`config.mk`:
```
export PLATFORM = sky130hd
export DESIGN_NAME = alu16_arbiter
export DESIGN_NICKNAME = d
export VERILOG_FILES = /design/src/rtl/alu16_arbiter.sv
export SDC_FILE = /design/constraint.sdc
export NUM_CORES = 1
export LEC_CHECK = 0
export BUFFER_PORTS_ARGS = -buffer_cell sky130_fd_sc_hd__buf_4
export CELL_PAD_IN_SITES_DETAIL_PLACEMENT = 1
export CELL_PAD_IN_SITES_GLOBAL_PLACEMENT = 1
export CORE_MARGIN = 2
export CORE_UTILIZATION = 35
export CTS_CLUSTER_DIAMETER = 50
export DETAILED_ROUTE_END_ITERATION = 6
export GPL_TIMING_DRIVEN = 0
export HOLD_SLACK_MARGIN = 0.03
export PLACE_DENSITY = 0.78
export SYNTH_ARGS = -nofsm -noshare
export SYNTH_HDL_FRONTEND = slang
export SYNTH_SLANG_ARGS = --single-unit
export TNS_END_PERCENT = 5
```
`constraint.sdc`:
```
create_clock -name clk -period 4.9 [get_ports clk]
set_input_delay 0.245 -clock clk [delete_from_list [all_inputs] [get_ports clk]]
set_output_delay 0.245 -clock clk [all_outputs]
set_load 0.05 [all_outputs]
```
`src/rtl/alu16_arbiter.sv`:
```
// Round-robin arbiter sharing one external combinational ALU between two requesters.
// Optional per-requester completion counters: define ALU16_ARB_PERF_CNT_EN.
module alu16_arbiter #(
  parameter int WIDTH   = 16,
  parameter int OPC_W   = 4,
  parameter int MAX_OPC = 8
) (
  input  logic             clk,
  input  logic             rst_n,
  input  logic             req0_valid,
  output logic             req0_ready,
  input  logic [WIDTH-1:0] req0_a,
  input  logic [WIDTH-1:0] req0_b,
  input  logic [OPC_W-1:0] req0_op,
  input  logic             req1_valid,
  output logic             req1_ready,
  input  logic [WIDTH-1:0] req1_a,
  input  logic [WIDTH-1:0] req1_b,
  input  logic [OPC_W-1:0] req1_op,
  output logic [WIDTH-1:0] alu_a,
  output logic [WIDTH-1:0] alu_b,
  output logic [OPC_W-1:0] alu_ctrl,
  input  logic [WIDTH-1:0] alu_s,
  input  logic             alu_zero,
  input  logic             alu_ovf,
  output logic             rsp_valid,
  input  logic             rsp_ready,
  output logic             rsp_id,
  output logic [WIDTH-1:0] rsp_data,
  output logic             rsp_zero,
  output logic             rsp_ovf,
  output logic             rsp_err
`ifdef ALU16_ARB_PERF_CNT_EN
  ,
  output logic [15:0]      perf_cnt0,
  output logic [15:0]      perf_cnt1
`endif
);

  localparam logic [OPC_W-1:0] L_MAX_OPC = OPC_W'(MAX_OPC);

  typedef enum logic [1:0] {
    S_IDLE  = 2'd0,
    S_ISSUE = 2'd1,
    S_RESP  = 2'd2
  } state_t;

  state_t           r_state;
  state_t           w_next;
  logic             r_ptr;
  logic             w_gnt0;
  logic             w_gnt1;
  logic             w_legal;
  logic             w_done;
  logic [WIDTH-1:0] r_a;
  logic [WIDTH-1:0] r_b;
  logic [OPC_W-1:0] r_op;
  logic             r_id;
  logic             r_rsp_valid;
  logic             r_rsp_id;
  logic [WIDTH-1:0] r_rsp_data;
  logic             r_rsp_zero;
  logic             r_rsp_ovf;
  logic             r_rsp_err;

  always_ff @(posedge clk or negedge rst_n) begin
    if (!rst_n) r_state <= S_IDLE;
    else        r_state <= w_next;
  end

  // Pointer only breaks ties; a lone requester is always granted.
  always_comb begin
    w_next = r_state;
    w_gnt0 = 1'b0;
    w_gnt1 = 1'b0;
    case (r_state)
      S_IDLE: begin
        if (req0_valid && (!req1_valid || !r_ptr)) begin
          w_gnt0 = 1'b1;
          w_next = S_ISSUE;
        end else if (req1_valid) begin
          w_gnt1 = 1'b1;
          w_next = S_ISSUE;
        end
      end
      S_ISSUE: w_next = S_RESP;
      S_RESP:  if (rsp_ready) w_next = S_IDLE;
      default: w_next = S_IDLE;
    endcase
  end

  assign w_legal = (r_op <= L_MAX_OPC);
  assign w_done  = (r_state == S_RESP) && rsp_ready;

  always_ff @(posedge clk or negedge rst_n) begin
    if (!rst_n) begin
      r_a  <= '0;
      r_b  <= '0;
      r_op <= '0;
      r_id <= 1'b0;
    end else if (w_gnt0 || w_gnt1) begin
      r_a  <= w_gnt1 ? req1_a  : req0_a;
      r_b  <= w_gnt1 ? req1_b  : req0_b;
      r_op <= w_gnt1 ? req1_op : req0_op;
      r_id <= w_gnt1;
    end
  end

  always_ff @(posedge clk or negedge rst_n) begin
    if (!rst_n) begin
      r_rsp_valid <= 1'b0;
      r_rsp_id    <= 1'b0;
      r_rsp_data  <= '0;
      r_rsp_zero  <= 1'b0;
      r_rsp_ovf   <= 1'b0;
      r_rsp_err   <= 1'b0;
      r_ptr       <= 1'b0;
    end else begin
      if (r_state == S_ISSUE) begin
        r_rsp_valid <= 1'b1;
        r_rsp_id    <= r_id;
        r_rsp_data  <= w_legal ? alu_s : '0;
        r_rsp_zero  <= w_legal & alu_zero;
        r_rsp_ovf   <= w_legal & alu_ovf;
        r_rsp_err   <= ~w_legal;
      end
      if (w_done) begin
        r_rsp_valid <= 1'b0;
        r_ptr       <= ~r_rsp_id;
      end
    end
  end

  // Ready is combinational from state; gate with reset so it is 0 while held.
  assign req0_ready = w_gnt0 & rst_n;
  assign req1_ready = w_gnt1 & rst_n;
  assign alu_a      = r_a;
  assign alu_b      = r_b;
  assign alu_ctrl   = r_op;
  assign rsp_valid  = r_rsp_valid;
  assign rsp_id     = r_rsp_id;
  assign rsp_data   = r_rsp_data;
  assign rsp_zero   = r_rsp_zero;
  assign rsp_ovf    = r_rsp_ovf;
  assign rsp_err    = r_rsp_err;

`ifdef ALU16_ARB_PERF_CNT_EN
  logic [15:0] r_cnt0;
  logic [15:0] r_cnt1;

  always_ff @(posedge clk or negedge rst_n) begin
    if (!rst_n) begin
      r_cnt0 <= '0;
      r_cnt1 <= '0;
    end else if (w_done) begin
      if (!r_rsp_id && r_cnt0 != 16'hFFFF) r_cnt0 <= r_cnt0 + 16'd1;
      if ( r_rsp_id && r_cnt1 != 16'hFFFF) r_cnt1 <= r_cnt1 + 16'd1;
    end
  end

  assign perf_cnt0 = r_cnt0;
  assign perf_cnt1 = r_cnt1;
`endif

endmodule

```
==> flow_summary.yaml <==
synthesis:
  synth_cell_types: 23
  ys_seq_area_share_pct: 54.22
  ys_seq_elements: 61
  yosysWarnings: 0
  syn_area_um2: 2815
  synth_cells: 194
  synth_area_leaders: "dfrtp_1, mux2_4, o32a_1, a22o_1, mux2_2"
  synth_top_area_cell: "dfrtp_1"
  avgSynthCellArea_um2: 14.51
  yosysTopAreaCellShare_pct: 54.22
  synth_fp_nets: 289
sta:
  maxSlewHeadroom_pct: 45.74
  setup_viol: 0
  worst_slack_ns: 2.514
  finalCritPeriodShare_pct: 48.70
  rsz0062_at_grt: "no"
  hold_slack_ns: 0.1151
  period_minus_slack_ns: 2.386
  worst_pin_slew_ns: 0.8139
  fmax_mhz: 419.1
  setup_tns_ns: 0
  fin_worst_skew_ns: 0.007494
  drv_slew: 0
  hold_violations: 0
layout:
  finalNonFillerCells: 466
  fill_cells: 875
  drive_above_1_share_pct: 59.34
  nets: 454
  fin_util_pct: 55.69
  diodes: 0
  finalInstanceArea_um2: 4325
  syn_to_final_growth_pct: 53.64
place:
  portBuffers: 153
  gp_congestion: 0.6627
  place_hpwl_um: 6163
  placed_cells: 449
  place_area_um2: 4091
  post-place-ws_ns: 2.783
cts:
  cts_inserted_buffers: 9
  cts_root_buffer: "clkbuf_8"
  clock_sinks: 61
  post_cts.repair.setup_buffers: 0
  cts_max_level: 3
  clock_latency_ns: 0.33
  clk_pin_slew_ns: 0.07
  clockBufferDepth: 2
  cts_tree: "yes"
global_routing:
  gr-total-overflow: 0
  grt_pass1_wl_um: 13090
  grt_max_degree: 64
  grt_usage_pct: 19.24
  antenna_found_initial: 0
  first_global_vias: 2553
pwr:
  peakVddDrop_v: 0.0002608
  power_frac_clock_pct: 16.9
  p_leak_nw: 2.014
  powerDensity_nw_per_um2: 691.2
  p_switching_mw: 1.337
  comb_power_share_pct: 55.9
  p_sw_share_pct: 44.74
  p_seq_share_pct: 27.2
  p_int_mw: 1.652
  power_mw: 2.990
critical_path:
  startpoint_type: "flop"
  critPathCaptureType: "output port"
  required_ns: 4.66
  cp_max_fo: 10
  path_class: "flop to output port"
  arrival_ns: 2.14
drt:
  wl_um: 8386
  routedWlPerCell_um: 18.00
  drt_iter0_markers: 48
  drc: 0
  first_pass_iters: 4
  vias: 2354
  viasPerCell: 5.052
  drtAntennaViolNets: 0
die:
  num_rows: 32
  fp.dieW_um: 93.69
  core-area_um2: 7767
  die_h_um: 93.69
  ios: 154
  initial_core_util_pct: 36.24
  die_area_um2: 8777
run:
  maxCapViolCount: 0
outcome:
  outcome: "finished clean"
min_path:
  min_path_type: "primary input to flop"
-- cell type report --
cell class	instances	area, um2	share of cell area [%]
Clock inverter	6	86.33	1.996
Inverter	1	3.754	0.08678
Multi-Input combinational cell	113	1179	27.25
Buffer	19	106.4	2.459
Timing Repair Buffer	154	1159	26.79
Tap cell	102	127.6	2.951
Sequential cell	61	1526	35.29
Clock buffer	10	137.6	3.182
-- synth_stat cells --
library cell / count
o21a_1: 1
mux2_4: 29
nand2_1: 2
a21bo_2: 1
nor3b_1: 1
o21ai_0: 2
a22o_1: 18
clkbuf_1: 11
nand2b_1: 2
nand3b_1: 1
o31a_1: 1
or3b_1: 1
a21oi_1: 3
nor2b_1: 1
inv_1: 1
dfrtp_1: 61
and2_1: 1
mux2_2: 9
buf_6: 4
nor2_1: 3
o32a_1: 36
buf_2: 4
nor3_1: 1
-- placed cells by master (no fill, tap or decap) --
cell / n
o32a_1: 36
mux2_4: 29
o21a_1: 1
dfrtp_1: 61
bufinv_16: 2
inv_1: 1
clkbuf_8: 10
nand2_1: 2
clkinvlp_4: 1
buf_4: 153
nor3_1: 1
mux2_2: 9
buf_6: 4
a21bo_2: 1
clkinv_4: 1
a22o_1: 18
clkinv_2: 2
or3b_1: 1
a21oi_1: 3
clkbuf_1: 11
and2_1: 1
o31a_1: 1
nand2b_1: 2
nand3b_1: 1
nor3b_1: 1
o21ai_0: 2
dlygate4sd3_1: 1
buf_2: 4
nor2_1: 3
nor2b_1: 1
-- worst max-delay path, stage by stage, from the launching register on --
cell,delay [ns]
dfrtp_1,0.37
a21bo_2,0.13
clkbuf_1,0.38
clkbuf_1,0.44
nor3_1,0.11
and2_1,0.18
buf_4,0.19
-- final timing paths --
path / slack [ns] / endpoint / startpoint / cells past startpoint
max: 2.51 / req0_ready / r_ptr$_DFFE_PN0P_ / 6
min: 0.12 / r_state[1]$_DFFE_PN0P_ / rsp_ready / 2
max reg2reg: 2.96 / rsp_data[14]$_DFFE_PN0N_ / alu_ctrl[2]$_DFFE_PN0P_ / 4
min reg2reg: 0.49 / r_id$_DFFE_PN0P_ / r_id$_DFFE_PN0P_ / 2
max in group asynchronous: 3.82 / rsp_ovf$_DFFE_PN0N_ / rst_n / 2
min in group asynchronous: 0.55 / alu_b[15]$_DFFE_PN0P_ / rst_n / 2
-- per-layer routing --
layer | global-route usage (%) | wire (um) | vias to the layer above
li1 | - | - | 1094
met1 | 24.41 | 3476 | 1159
met2 | 32.38 | 4254 | 93
met3 | 4.414 | 582 | 8
met4 | 6.522 | 72 | 0
met5 | 0 | 0 | -
-- kinds of logic after synthesis --
logic type | count (synthesis) | share of synthesized area, %
and+or+nand+nor | 13 | 2.578
AOI/OAI and AO/OA | 62 | 20.22
muxes | 38 | 19.07
DFF | 61 | 54.22
buffers and inverters | 20 | 3.911
-- sequential cells by signal, summed over array words and instances, names as in the netlist --
name / cells
r_id: 1
rsp_valid: 1
alu_a: 16
rsp_id: 1
rsp_data: 16
rsp_ovf: 1
alu_ctrl: 4
alu_b: 16
rsp_err: 1
r_state: 2
rsp_zero: 1
r_ptr: 1
-- power by group through the flow --
stage | sequential, mW | combinational [mW] | clock (mW)
floorplan | 1.38 | 0.608 | 0
global placement | 0.813 | 1.66 | 0
detailed placement | 0.823 | 1.68 | 0
CTS | 0.817 | 1.69 | 0.520
global route | 0.838 | 1.75 | 0.541
finish | 0.814 | 1.67 | 0.504
-- repair_timing --
item,CTS,global route
endpoints found under the hold margin,25,0
resized for setup,0,0
hold buffers,1,0
No activity file was read; power rests on OpenSTA's default activity.
